$ cat src/rtl/hline_pkg.sv
// Shared definitions for the horizontal-line motion controller and its Y counter.
//   state_e        : controller state encoding (2-bit)
//   DirInc/DirDec  : direction encodings carried on the dir output
//   YMin/YMax      : counter terminal counts that drive bot_hit/top_hit
package hline_pkg;

  typedef enum logic [1:0] {
    StIdle = 2'd0,
    StWait = 2'd1,
    StStep = 2'd2,
    StLoad = 2'd3
  } state_e;

  localparam logic DirInc = 1'b1;
  localparam logic DirDec = 1'b0;

  localparam int unsigned YMin = 18;
  localparam int unsigned YMax = 630;

  // Limit flag relevant to the direction of travel.
  function automatic logic limit_ahead(input logic dir, input logic top_hit,
                                       input logic bot_hit);
    return (dir == DirInc) ? top_hit : bot_hit;
  endfunction

endpackage

$ cat src/rtl/hline_frame_div.sv
// Frame divider: counts frame ticks and pulses move_tick_o on the tick that
// completes a group of FrameDiv ticks.
//   clk_i       : system clock
//   rst_ni      : synchronous active-low reset
//   clear_i     : synchronous clear of the tick count (wins over tick_i)
//   tick_i      : one-cycle frame pulse, already qualified by the controller
//   move_tick_o : combinational pulse, high with the qualifying tick_i
module hline_frame_div #(
  parameter int unsigned FrameDiv = 1
) (
  input  logic clk_i,
  input  logic rst_ni,
  input  logic clear_i,
  input  logic tick_i,
  output logic move_tick_o
);

  logic [7:0] cnt_q, cnt_d;

  assign move_tick_o = tick_i & ~clear_i & (cnt_q == 8'(FrameDiv - 1));

  always_comb begin
    cnt_d = cnt_q;
    if (clear_i || move_tick_o) begin
      cnt_d = 8'd0;
    end else if (tick_i) begin
      cnt_d = cnt_q + 8'd1;
    end
  end

  always_ff @(posedge clk_i) begin
    if (!rst_ni) begin
      cnt_q <= 8'd0;
    end else begin
      cnt_q <= cnt_d;
    end
  end

endmodule

$ cat src/rtl/hline_motion_ctrl.sv
// Motion controller for the horizontal-line Y counter. Every FRAME_DIV frames
// it issues a burst of STEP count enables in the current direction, reverses
// on the terminal-count flag for that direction, and sequences a one-cycle
// parallel load of the switch value.
//   clk        : system clock
//   reset      : synchronous active-low reset
//   frame_tick : one-cycle pulse per video frame
//   run_en     : level, motion enabled
//   load_req   : one-cycle pulse, load the switch value into the counter
//   top_hit    : counter at YMax
//   bot_hit    : counter at YMin
//   UP/DW/LD   : counter increment / decrement / load enables
//   dir        : current direction (1 = increment)
//   busy       : burst or load in progress
module hline_motion_ctrl #(
  parameter int unsigned STEP      = 2,
  parameter int unsigned FRAME_DIV = 1,
  parameter bit          DIR_INIT  = 1'b1
) (
  input  logic clk,
  input  logic reset,
  input  logic frame_tick,
  input  logic run_en,
  input  logic load_req,
  input  logic top_hit,
  input  logic bot_hit,
  output logic UP,
  output logic DW,
  output logic LD,
  output logic dir,
  output logic busy
);

  import hline_pkg::*;

  state_e     state_q, state_d;
  logic [3:0] step_cnt_q, step_cnt_d;
  logic       dir_q, dir_d;
  logic       up, dw;
  logic       fd_clear, move_tick;
  logic       hit_cur, step_en;

  // Ticks only count while armed and undisturbed; a tick coinciding with
  // load_req or a run_en drop is discarded.
  assign fd_clear = (state_q != StWait) | load_req | ~run_en;

  hline_frame_div #(
    .FrameDiv(FRAME_DIV)
  ) u_frame_div (
    .clk_i      (clk),
    .rst_ni     (reset),
    .clear_i    (fd_clear),
    .tick_i     (frame_tick),
    .move_tick_o(move_tick)
  );

  // Mealy enables: the limit flag suppresses the enable in the very cycle the
  // counter reaches the terminal count, so Y never overshoots.
  assign hit_cur = limit_ahead(dir_q, top_hit, bot_hit);
  assign step_en = run_en & ~hit_cur;

  always_comb begin
    state_d    = state_q;
    step_cnt_d = step_cnt_q;
    dir_d      = dir_q;
    up         = 1'b0;
    dw         = 1'b0;
    unique case (state_q)
      StIdle: begin
        if (load_req) begin
          state_d = StLoad;
        end else if (run_en) begin
          state_d = StWait;
        end
      end
      StWait: begin
        if (load_req) begin
          state_d = StLoad;
        end else if (!run_en) begin
          state_d = StIdle;
        end else if (move_tick) begin
          state_d    = StStep;
          step_cnt_d = 4'd0;
        end
      end
      StStep: begin
        up = step_en & (dir_q == DirInc);
        dw = step_en & (dir_q == DirDec);
        step_cnt_d = step_cnt_q + 4'd1;
        if (load_req) begin
          state_d = StLoad;
        end else if (!run_en) begin
          state_d = StIdle;
        end else if (top_hit && bot_hit) begin
          // Both limits at once is illegal: stop quietly, keep direction.
          state_d = StWait;
        end else if (hit_cur) begin
          dir_d   = ~dir_q;
          state_d = StWait;
        end else if (step_cnt_q == 4'(STEP - 1)) begin
          state_d = StWait;
        end
      end
      StLoad: begin
        dir_d = DIR_INIT;
        if (load_req) begin
          state_d = StLoad;
        end else if (run_en) begin
          state_d = StWait;
        end else begin
          state_d = StIdle;
        end
      end
    endcase
  end

  always_ff @(posedge clk) begin
    if (!reset) begin
      state_q    <= StIdle;
      step_cnt_q <= 4'd0;
      dir_q      <= DIR_INIT;
    end else begin
      state_q    <= state_d;
      step_cnt_q <= step_cnt_d;
      dir_q      <= dir_d;
    end
  end

  // Outputs are held low for the whole time reset is asserted.
  assign UP   = reset & up;
  assign DW   = reset & dw;
  assign LD   = reset & (state_q == StLoad);
  assign busy = reset & ((state_q == StStep) | (state_q == StLoad));
  assign dir  = dir_q;

endmodule

$ cat config.mk
export PLATFORM = sky130hd
export DESIGN_NAME = hline_motion_ctrl
export DESIGN_NICKNAME = d
export VERILOG_FILES = /design/src/rtl/hline_pkg.sv /design/src/rtl/hline_frame_div.sv /design/src/rtl/hline_motion_ctrl.sv
export SDC_FILE = /design/constraint.sdc
export NUM_CORES = 1
export LEC_CHECK = 0
export CORE_MARGIN = 2
export CORE_UTILIZATION = 51
export DETAILED_ROUTE_END_ITERATION = 16
export PLACE_DENSITY = 0.83
export SYNTH_ARGS = -nofsm -noshare
export SYNTH_HDL_FRONTEND = slang
export SYNTH_SLANG_ARGS = --single-unit
$ cat constraint.sdc
create_clock -name clk -period 2.2 [get_ports clk]
set_clock_uncertainty 0.05 [all_clocks]
set_input_delay 0.66 -clock clk [delete_from_list [all_inputs] [get_ports clk]]
set_output_delay 0.66 -clock clk [all_outputs]
set_load 0.01 [all_outputs]
# Yosys cells after proc, flatten, opt, wreduce, memory -nomap -nowiden

Index checks and enable logic that the tools add are counted.
Widths: inputs -> output; s select.

$add $sub $neg: 2
Equal/unequal tests: 15
Muxes and demuxes: 25
Bitwise logic cells: 17
Reductions and logical operators: 10

Operator list:

| kind                | count |
|---|---|
| $mux 2              | 11 |
| $mux 4              | 3 |
| $ne 2x2->1 const B  | 6 |
| $and 1x1->1         | 9 |
| $add 8x1->8 const B | 1 |
| $logic_not 8->1     | 1 |
| $mux 1              | 8 |
| $pmux 2 s4          | 1 |
| $pmux 4 s2          | 1 |
| $ne 6x6->1 const B  | 1 |
| $not 1->1           | 5 |
| $reduce_and 5->1    | 1 |
| $add 4x1->4 const B | 1 |
| $eq 2x2->1 const B  | 2 |
| $eq 4x1->1 const B  | 1 |
| $ne 2x1->1 const B  | 2 |
| $ne 4x3->1 const B  | 1 |
| $reduce_and 4->1    | 1 |
| $reduce_bool 2->1   | 2 |
| $ne 3x3->1 const B  | 1 |
| $or 1x1->1          | 3 |
| $reduce_and 3->1    | 1 |
| $eq 2x1->1 const B  | 1 |
| $logic_not 2->1     | 1 |
| 4 further kinds     | 4 |

Flip-flop bits (word level): 15
Input bits: 7
Output and inout bits: 5
Word-level logic and storage cells: 73

# Depth between registers and ports, before layout

Depth after elaboration: 10
Mapped depth: 6
Depth with buffers taken out: 6

# Modules after synthesis

A second synthesis with hierarchy kept.

Cells, all modules: 105
Area total of the unflattened synthesis: 920.9 µm²

By module, submodules not included:

| module            | times used | cells an instance | area an instance (µm²) | seq. area each (µm²) |
|---|---|---|---|---|
| hline_motion_ctrl | 1          | 60                | 519.2                  | 140.1 |
| hline_frame_div   | 1          | 45                | 401.6                  | 160.2 |

# Least setup slack after synthesis

No wires, ideal clock.

Path kind: input to output
Start point: input port reset
End point: output port DW
Data arrival time: 1.418 ns
Data required time: 1.490 ns
Path slack: 0.072 ns
Stages on the path: 5
Path buffers: 1
Path through: clkbuf_1 nand2_1 inv_1 nand3b_1 nor3_1

Longest elaborated chain between the ends: 1

Ends and longest elaborated chain:

| element         | line                     | text |
|---|---|---|
| start, declared | hline_motion_ctrl.sv:21  | `input logic reset,` |
| $and 1x1->1     | hline_motion_ctrl.sv:131 | `assign DW = reset & dw;` |
| end, declared   | hline_motion_ctrl.sv:28  | `output logic DW,` |

Every way passes these cells.

# Final worst setup path

Start point: input port top_hit
End point: output port UP

Longest elaborated chain between the ends: 6

Ends and longest elaborated chain:

| element         | line                     | text |
|---|---|---|
| start, declared | hline_motion_ctrl.sv:25  | `input logic top_hit,` |
| $mux 1          | hline_pkg.sv:23          | `return (dir == DirInc) ? top_hit : bot_hit;` |
| $not 1->1       | hline_motion_ctrl.sv:60  | `assign step_en = run_en & ~hit_cur;` |
| $and 1x1->1     | hline_motion_ctrl.sv:60  |  |
| $and 1x1->1     | hline_motion_ctrl.sv:87  | `up = step_en & (dir_q == DirInc);` |
| $mux 1          | hline_motion_ctrl.sv:68  | `unique case (state_q)` |
| $and 1x1->1     | hline_motion_ctrl.sv:130 | `assign UP = reset & up;` |
| end, declared   | hline_motion_ctrl.sv:27  | `output logic UP,` |

Every way passes these cells.

==> reports/qor.txt <==
Synth warnings -> 0
CP Launch Type -> input port
final-layout fill cell count -> 132
CTS tree -> yes
initial antenna violation count -> 0
GRT overflow -> 0
Final #Nets -> 131
Critical Path AT -> 1.44 ns
GR Layer Usage met3 -> 0.07500
crit path kind -> in -> out
cell with the most instances after synthesis -> nor2_1
via count -> 720
Max Cap Viol -> 0
grt met1 use -> 0.2168
VDD IR max -> 0.3727 mV
ant diodes -> 0
post-synthesis cell area -> 812.0 sq um
# Post-CTS Setup Buffers -> 0
cts hold-fix bufs -> 0
share of cells above drive strength 1 -> 0.1765
DRC -> 0
wire per inst -> 12.15 microns
post-synth top area share -> 0.3698
Final Hold Fails -> 0
H-tree depth -> 1
Root Driver -> clkbuf_4
Port Buf Inserts -> 11
First DRT Iteration DRCs -> 8
syn avg cell area -> 8.371 sq um
core area -> 1506 sq um
Final setup viols -> 0
CTS max path bufs -> 2
Reg clk slew, reported paths -> 0.09 ns
grt met2 use -> 0.3588
CTS Buf Count -> 3
Mapped Cells -> 97
Via density -> 5.333
site row count -> 14
busiest layer in global routing -> met2
Synth Net Count -> 108
DP Wirelength -> 1288 microns
Worst-Skew Late Latency -> 0.28 ns
area leader, netlist -> dfxtp_1
top post-synthesis cells by area -> dfxtp_1 37%, nor2_1 7.4%, ha_1 6.2%
most instantiated cells after synthesis -> 16 x nor2_1, 15 x dfxtp_1, 8 x nand2_1, 6 x o21ai_0
drt first pass iters -> 3
Die Y -> 43.90 microns
design area -> 1027 sq um
critical path required time -> 1.49 ns
Initial Util -> 0.5390
I/O pin count -> 12
sequential cell area fraction in the yosys report -> 0.3698
pwr/cell area -> 501.2 nW/um^2
Tmin final -> 2.147 ns
final slew viol count -> 0
placed inst area -> 998.5 sq um
Leakage Power -> 0.4252 nW
Rel. slew slack -> 0.7983
Die Span X -> 43.90 microns
largest net degree at the start of global routing -> 10
Finished Core Util -> 0.6819
Final GP Congestion -> 0.7196
CP Capture Type -> primary output
Worst-Margin Slew -> 0.3022 ns
crit-path max FO -> 2
status -> completed
Post-synth EDFFs -> 0
Post-synth top flop -> dfxtp_1
Distinct cells, synth -> 27
post-route antenna net violation count -> 0
Tcrit/Tclk final -> 0.9757
clk sinks -> 15
first-pass GRT wire length -> 2918 microns
#FFs+latches synth -> 15
vias in the first global route -> 721
DIE AREA -> 1927 sq um
area grow syn2layout -> 26.50%
global-route usage over all layers -> 0.2090
Synth async-reset ratio -> 0
fmax -> 0.4659 GHz
HP Class -> reg -> reg
Total Wirelength -> 1640 microns
[timing repair]
item / CTS / global route
endpoints found under the hold margin: 0 / 0
gates cloned: 0 / 0
endpoints found under the setup margin: 4 / 4
pin swaps: 4 / 2
gates resized for setup: 14 / 6
[kinds of logic after synthesis]
| logic type | Yosys count | synth area share |
|---|---|---|
| AO/OA/AOI/OAI | 14 | 0.1094 |
| XOR/XNOR | 9 | 0.09707 |
| adder cells (fa/ha/maj) | 4 | 0.06164 |
| buffers and inverters | 7 | 0.03698 |
| flip-flops | 15 | 0.3698 |
| multiplexers | 2 | 0.02465 |
| AND/OR/NAND/NOR | 46 | 0.3005 |
[through the flow]
step                       TNS [ns]  power (mW)  std cells  setup WS (ns)  hold slack [ns]
after floorplan                   0      0.3272         97        0.07187           0.4298
after global placement       -2.833      0.3614        131        -0.5850           0.4403
after detailed placement     -3.172      0.3635        131        -0.6334           0.4613
after CTS                         0      0.5197        135        0.01262           0.4863
after global routing      -0.001015      0.5550        135      -0.001015           0.5043
final                             0      0.5149        135        0.05349           0.4664
[critical path, stage by stage]
cell and delay, ns:
clkdlybuf4s50_1 0.42, nand2b_4 0.15, nor2_2 0.08, buf_2 0.13
[layer usage]
layer | wire length [microns] | up-vias
met3 | 37 | 4
met1 | 679 | 335
met4 | 38 | 0
met2 | 884 | 6
met5 | 0 | -
li1 | - | 375
[where the power goes]
group          internal (mW)  switching, mW  leakage (nW)
Sequential             0.278        0.00940         0.122
Clock                 0.0705         0.0870        0.0150
Combinational         0.0395         0.0308         0.289
Total                  0.388          0.127         0.425
[final cells by class]
type,instances,area (sq um),share of cell area
clock buffer,4,26.28,0.02558
inverter,5,18.77,0.01827
multi-input combinational,75,499.2,0.4860
sequential,15,300.3,0.2923
tap,16,20.02,0.01949
timing repair buffer,20,162.7,0.1583
[final timing paths]
| check | start | endpoint | slack [ns] | depth (start not counted) |
|---|---|---|---|---|
| hold reg to reg | state_q[1] | state_q[1] | 0.47 | 2 |
| setup / recovery | top_hit | UP | 0.05 | 4 |
| hold / removal | state_q[1] | state_q[1] | 0.47 | 2 |
| setup reg to reg | u_frame_div.cnt_q[0] | step_cnt_q[0] | 0.39 | 6 |
[state kept, by name, indices dropped and copies added (netlist names)]
register and flops:
dir 1, state_q 2, step_cnt_q 4, u_frame_div.cnt_q 8
[layout by cell type (no fill, tap or decap), types with 2 or more instances in the layout]
cell type / synthesis / final
nor2_1: 16 / 15
dfxtp_1: 15 / 15
buf_4: 1 / 9
nand2_1: 8 / 7
o21ai_0: 6 / 6
inv_1: 5 / 5
xor2_1: 5 / 5
nand4_1: 5 / 5
xnor2_1: 4 / 4
ha_1: 4 / 4
clkdlybuf4s50_1: 0 / 4
nand2b_1: 4 / 3
nor3_1: 4 / 3
clkbuf_4: 0 / 3
and3_1: 2 / 2
or4b_4: 2 / 2
mux2i_1: 2 / 2
o21ai_1: 2 / 2
and2_1: 2 / 2
dlygate4sd2_1: 0 / 2
buf_2: 0 / 2
No activity file was read; power rests on OpenSTA's default activity.
